**src/rtl/pc_sequencer.sv**
```systemverilog
// -----------------------------------------------------------------------------
// pc_sequencer
//
// Decides, every cycle, whether the external PC register loads and what value
// it loads: boot address, sequential pc_q+4, branch target, jump target or the
// trap vector. It also drives the instruction fetch request, a one-cycle
// flush pulse after every redirect, and captures the exception PC.
//
// Parameters
//   N         PC width in bits
//   RESET_PC  boot address
//   TRAP_VEC  trap handler address (never alignment-checked)
//
// Ports
//   clk        in   clock, all state changes on the rising edge
//   rst        in   synchronous active-high reset
//   pc_q       in   current PC register output
//   imem_ready in   instruction memory accepted the fetch at pc_q
//   stall      in   downstream cannot accept a new instruction
//   br_taken   in   conditional branch resolved taken
//   br_target  in   branch target
//   jmp_valid  in   JAL/JALR redirect
//   jmp_target in   jump target
//   trap       in   exception/ecall request
//   pc_d       out  PC register D input (equals pc_q whenever pc_load=0)
//   pc_load    out  PC register load enable
//   imem_req   out  fetch request at pc_q
//   flush      out  discard the in-flight instruction
//   epc        out  PC captured at the last trap or misaligned redirect
//   misalign   out  one-cycle pulse: redirect target had bits [1:0] != 0
//   state_dbg  out  current FSM state (0=BOOT 1=FETCH 2=STALL 3=FLUSH)
//
// Fetch handshake: imem_req is the valid, imem_ready the ready. A fetch at
// pc_q completes in the cycle where both are high; the PC advances by 4 on
// that edge. While imem_req is high and imem_ready is low, pc_q is held and
// imem_req stays high until accepted, stalled or redirected.
//
// All outputs except epc are combinational from state and inputs. While rst
// is high the outputs look exactly like BOOT, so the PC register is loaded
// with RESET_PC during reset regardless of the (possibly unknown) state.
// -----------------------------------------------------------------------------
module pc_sequencer #(
  parameter int unsigned  N        = 32,
  parameter logic [N-1:0] RESET_PC = 32'h0040_0000,
  parameter logic [N-1:0] TRAP_VEC = 32'h0040_0180
) (
  input  logic         clk,
  input  logic         rst,
  input  logic [N-1:0] pc_q,
  input  logic         imem_ready,
  input  logic         stall,
  input  logic         br_taken,
  input  logic [N-1:0] br_target,
  input  logic         jmp_valid,
  input  logic [N-1:0] jmp_target,
  input  logic         trap,
  output logic [N-1:0] pc_d,
  output logic         pc_load,
  output logic         imem_req,
  output logic         flush,
  output logic [N-1:0] epc,
  output logic         misalign,
  output logic [1:0]   state_dbg
);

  typedef enum logic [1:0] {
    BOOT  = 2'd0,
    FETCH = 2'd1,
    STALL = 2'd2,
    FLUSH = 2'd3
  } state_t;

  state_t state;
  state_t state_next;

  // Redirect selection
  logic         redirect;
  logic [N-1:0] sel_target;
  logic         target_bad;
  logic [N-1:0] redirect_pc;
  logic         capture_epc;
  logic         take_redirect;

  assign state_dbg = state;

  // Priority trap > jump > branch. A misaligned jump/branch target is turned
  // into a trap: the PC goes to TRAP_VEC and epc records the faulting pc_q.
  always_comb begin
    redirect = trap | jmp_valid | br_taken;
    if (trap) begin
      sel_target = TRAP_VEC;
    end else if (jmp_valid) begin
      sel_target = jmp_target;
    end else begin
      sel_target = br_target;
    end
    target_bad  = !trap && (jmp_valid || br_taken) && (sel_target[1:0] != 2'b00);
    redirect_pc = target_bad ? TRAP_VEC : sel_target;
    capture_epc = trap | target_bad;
  end

  always_comb begin
    pc_d          = pc_q;
    pc_load       = 1'b0;
    imem_req      = 1'b0;
    flush         = 1'b0;
    misalign      = 1'b0;
    take_redirect = 1'b0;
    state_next    = state;

    if (rst) begin
      pc_load    = 1'b1;
      pc_d       = RESET_PC;
      state_next = BOOT;
    end else begin
      case (state)
        BOOT: begin
          pc_load    = 1'b1;
          pc_d       = RESET_PC;
          state_next = FETCH;
        end
        FETCH: begin
          imem_req = 1'b1;
          if (redirect) begin
            take_redirect = 1'b1;
            state_next    = FLUSH;
          end else if (stall) begin
            // Stall beats imem_ready: the PC must not advance.
            state_next = STALL;
          end else if (imem_ready) begin
            pc_load = 1'b1;
            pc_d    = pc_q + N'(4);
          end
        end
        STALL: begin
          if (redirect) begin
            take_redirect = 1'b1;
            state_next    = FLUSH;
          end else if (!stall) begin
            state_next = FETCH;
          end
        end
        FLUSH: begin
          // Redirects arriving here are intentionally dropped.
          flush      = 1'b1;
          state_next = FETCH;
        end
        default: begin
          state_next = BOOT;
        end
      endcase

      if (take_redirect) begin
        pc_load  = 1'b1;
        pc_d     = redirect_pc;
        misalign = target_bad;
      end
    end
  end

  always_ff @(posedge clk) begin
    if (rst) begin
      state <= BOOT;
      epc   <= '0;
    end else begin
      state <= state_next;
      if (take_redirect && capture_epc) begin
        epc <= pc_q;
      end
    end
  end

endmodule

```
**config.mk**
```make
export PLATFORM = sky130hd
export DESIGN_NAME = pc_sequencer
export DESIGN_NICKNAME = d
export VERILOG_FILES = /design/src/rtl/pc_sequencer.sv
export SDC_FILE = /design/constraint.sdc
export NUM_CORES = 1
export LEC_CHECK = 0
export ABC_AREA = 1
export BUFFER_PORTS_ARGS = -buffer_cell sky130_fd_sc_hd__buf_2
export CORE_MARGIN = 8
export CORE_UTILIZATION = 25
export DETAILED_ROUTE_END_ITERATION = 8
export SYNTH_ARGS = -nofsm -noshare
export SYNTH_HDL_FRONTEND = slang
export SYNTH_SLANG_ARGS = --single-unit
```
**constraint.sdc**
```tcl
create_clock -name clk -period 5.45 [get_ports clk]
set_input_delay 0.8175 -clock clk [delete_from_list [all_inputs] [get_ports clk]]
set_output_delay 0.8175 -clock clk [all_outputs]
set_load 0.05 [all_outputs]
```
Word level (Yosys, flattened, before mapping) --
Cells that the tools add are included. Widths: inputs -> output; s select.
Word-level totals: logic and storage cells 51, register bits after elaboration 34
Cells by class: bitwise gates (word level) 3, multiplexer cells 30, $add $sub $neg 1, equality and inequality tests 5, reduce and logical (&&, ||, !) cells 10
Operators by type and width (count):
- $mux 32 | 8
- $pmux 32 s2 | 1
- $add 32x3->32 const B | 1
- $mux 1 | 15
- $mux 2 | 4
- $ne 3x3->1 const B | 2
- $pmux 2 s3 | 1
- $eq 2x2->1 const B | 2
- $reduce_or 2->1 | 2
- $logic_and 1x1->1 | 3
- $or 1x1->1 | 3
- $eq 2x1->1 const B | 1
- $logic_not 2->1 | 1
- $pmux 1 s2 | 1
- $reduce_and 2->1 | 1
- $reduce_bool 2->1 | 1
- $logic_not 1->1 | 1
- $logic_or 1x1->1 | 1

Depth between registers and ports, before layout --
depth in word-level cells 7, depth in mapped cells 11, gate-level depth less buffers 11

Least setup slack after synthesis --
Ideal clock, no wire load.
path kind reg-to-output, start point reg state[0], in the netlist state_dbg[0], end point out pc_d[2], path buffers 0, stages on the path, launching flop included 8, data required time 4.633 ns, slack 1.885 ns, arrival time 2.747 ns, cells stage by stage dfxtp_1 -> inv_1 -> ha_1 -> nand2_2 -> nand2_2 -> nor2_4 -> o21ai_0 -> o21ai_0
Between the ends: longest elaborated chain between the ends 6
RTL lines:
- start, declared | line 73 | state_t state;
- start signal, assigned | line 166 | state <= state_next;
- $eq 2x2->1 / $eq 2x1->1 (equally long branches) | line 116 | case (state)
- $reduce_or 2->1 (no source line)
- $mux 1
- $mux 1 | line 111 | if (rst) begin
- $mux 32 (*) | line 153 | if (take_redirect) begin
- $mux 32 (*) | line 111
- end, declared | line 57 | output logic [N-1:0] pc_d,
Every way passes the cells marked *; elsewhere a longest branch is shown, timed or not. The select of a mux whose other input is x is not followed.

Final worst setup path --
start point in jmp_valid, end point out pc_d[29]
Between the ends: longest elaborated chain between the ends 7
RTL lines:
- start, declared | line 54 | input logic jmp_valid,
- $or 1x1->1 / $mux 32 (equally long branches) | line 89, 92
- $or 1x1->1 / $mux 32 (equally long branches) | line 89, 90
- $mux 1 / $reduce_bool 2->1 (equally long branches) | line 124, 136, 97
- $mux 1 / $logic_and 1x1->1 (equally long branches)
- $mux 1 / $mux 32 (equally long branches) | line 111, 98
- $mux 32 (*) | line 153
- $mux 32 (*) | line 111
Marks and branches as above.

==> results.md <==
- Hold-fix buffers, CTS: 0
- Hold Violations, Final: 0
- Leakage dissipation: 0.00252 uW
- Hold Slack: 458 ps
- Critical-path top delay cell: buf_2
- Routed via count: between 4,000 and 5,000
- Gpl congestion: 0.864
- Syn_nets: 712
- Chip Width: 129 um
- First-pass DRT Iterations: 4
- Reg clk slew, reported paths: 50 ps
- Type of the worst setup path: input pin to output pin
- Mapped Cells: 603
- Core box area: 0.0126 mm2
- Synthesized flop and latch total: 34
- Syn-to-layout area delta: 35.3%
- CP arrival: 2980 ps
- Crit-path max FO: 34
- Initial antenna violation count: 2
- Synth top cells by count: nand2_1 (255), nand3_1 (105), nor2_1 (59)
- Total Wirelength: 13,600 um
- Finished layout cell area: 0.00434 mm2
- Fin crit share: 69.6%
- Pwr Density: between 200 and 300 mW/mm2
- Htree depth: 2
- Num CTS Buffers: 5
- Synth Area in Compound Gates: 6.74%
- Dpl hpwl: around 11,000 um
- Worst Clk Skew: about 3.8 ps
- Global Route Usage Sum: 16.0%
- Starting Density: 25.5%
- Peak Freq: 264 MHz
- Core Rows: 41
- Via density per instance: 4.49
- CTS tree: yes
- Unrepaired setup endpoints after global routing: false
- Clk_lat worst skew: 270 ps
- Final nets: between 800 and 900
- Synth area leader: nand2_1
- Syn_area_per_cell: about 5.3 um2
- Global-route wire length before repair: 21,300 um
- Slew margin rel.: 30.5%
- # resized after CTS: 0
- Port buffer count: about 170
- Max-cap viol count: 0
- Final Max Tran Viols: 0
- Post-synthesis sequential area ratio: 21.2%
- Fin cells: approximately 940
- Die Y: roughly 130 um
- Die area: 0.0167 mm2
- Post-route DRC: 0
- Vias in the first global route: 4,129
- Critical Path End Type: output pin
- Clock period minus worst slack: approximately 3800 ps
- Routed wire per std cell: 14.5 um
- Total negative setup slack: 0 ps
- Largest net degree at the start of global routing: 37
- Post-CTS Setup Bufs: 0
- Synth Flop Type: dfxtp_1
- Min-delay worst type: flip-flop to flip-flop
- Clock buffer depth: 2
- Synth top area share: 29.8%
- Setup crit start kind: input pin
- Top cells by area, synth: nand2_1 (30%), dfxtp_1 (21%), nand3_1 (16%), nor2_1 (6.9%), inv_1 (6.2%)
- Antenna-violating nets left: 0
- Synth warn: 0
- CTS sink cnt: 34
- EDFF count, synth: 0
- Status: finished, final reports clean
- Ys async rst share: 0%
- Root buffer cell: clkbuf_16
- Largest family of logic cells by synthesized area: simple AND/OR/NAND/NOR gates
- Ports: about 170
- Fraction of layout cells with a size suffix above 1: 26.0%
- Mux cell area share after synthesis: 0.312%
- Synth Area in Simple Gates: 59.2%
- Synth Area in XOR/XNOR: 0%
- Least-Margin Pin Slew: 1040 ps
- Grt ovf: 0
- Post-Synth Adder-Cell Area: 2.34%
- Worst path max stage delay: 460 ps
- Initial DRC count: 313
- Post-DP Area: around 0.0042 mm2
- Count of different cell masters after synthesis: 32
- Mapped cell area: 0.00321 mm2
- Setup violators final: 0
- Crit-path cells: buf_2 > nand2_1 > o221ai_2 > nand2_2 > buf_4 > nor2_8 > nand2_1 > o21ai_1 > buf_2
- Most frequent cell after synthesis: nand2_1
- WP data required: 4630 ps
- Placed insts: 927
- Worst VDD drop: 0.000105 V
==> worst paths after layout <==
path | start | end | slack (ps) | cells after the start
min reg2reg | epc[2] | epc[2] | 460 | 2
min | epc[2] | epc[2] | 460 | 2
max reg2reg | state_dbg[0] | epc[6] | 3130 | 8
max | jmp_valid | pc_d[29] | 1660 | 9
==> registers in the layout, indices dropped and copies added, names as in the netlist <==
name,cells
epc,32
state_dbg,2
==> through the flow <==
step                setup WS (ps)  total power [uW]  util [%]
floorplan                    1890               660         -
global placement             1670               813      33.3
detailed placement           1630               814      33.3
CTS                          1620              1100      34.5
global route                 1390              1150      34.6
finish                       1660              1090      34.6
==> routing by layer <==
layer / global-route usage, % / routed length (um)
met2: 25.7 / 6040
met3: 2.88 / 1000
met5: 0 / 0
met1: 21.4 / 6340
met4: 4.22 / 213
==> worst max-delay path: cells and delay by family <==
family | cells | cell delay, ps
buffers and inverters | 3 | 1040
and+or+nand+nor | 4 | 640
AOI/OAI and AO/OA | 2 | 460
==> cells by family (layout without fill, tap and decap cells) <==
kind of cell / after synthesis / count (layout)
adders and majority gates: 6 / 6
AOI/OAI and AO/OA: 37 / 37
and+or+nand+nor: 446 / 446
DFF: 34 / 34
muxes: 1 / 1
buffers and inverters: 79 / 239
other: 0 / 2
==> cells in the final DEF, fill, tap and decap left out, types with 7 or more instances in the layout <==
| cell type | synthesis | final |
|---|---|---|
| nor2_1 | 59 | 59 |
| nand4_1 | 8 | 8 |
| inv_1 | 53 | 53 |
| o21ai_0 | 7 | 7 |
| o21ai_1 | 12 | 12 |
| nand3_1 | 105 | 105 |
| a21oi_1 | 9 | 9 |
| nand2_1 | 255 | 255 |
| dfxtp_1 | 34 | 34 |
| buf_2 | 5 | 172 |
==> power by group <==
group / total (uW) / internal, uW / switching, uW
registers: 292 / 277 / 14.9
logic: 513 / 124 / 389
clock network: 282 / 181 / 101
total: 1090 / 582 / 505
==> final cells by class <==
cell class	instances	area [um2]
fillers	1537	8230
clock inverters	1	5.00
flip-flops and latches	34	681
clock buffers	7	143
inverters	56	210
repair buffers	175	883
diodes	2	5.00
well taps	172	215
multi-input cells	490	2200
(Power assumes the default switching activity.)
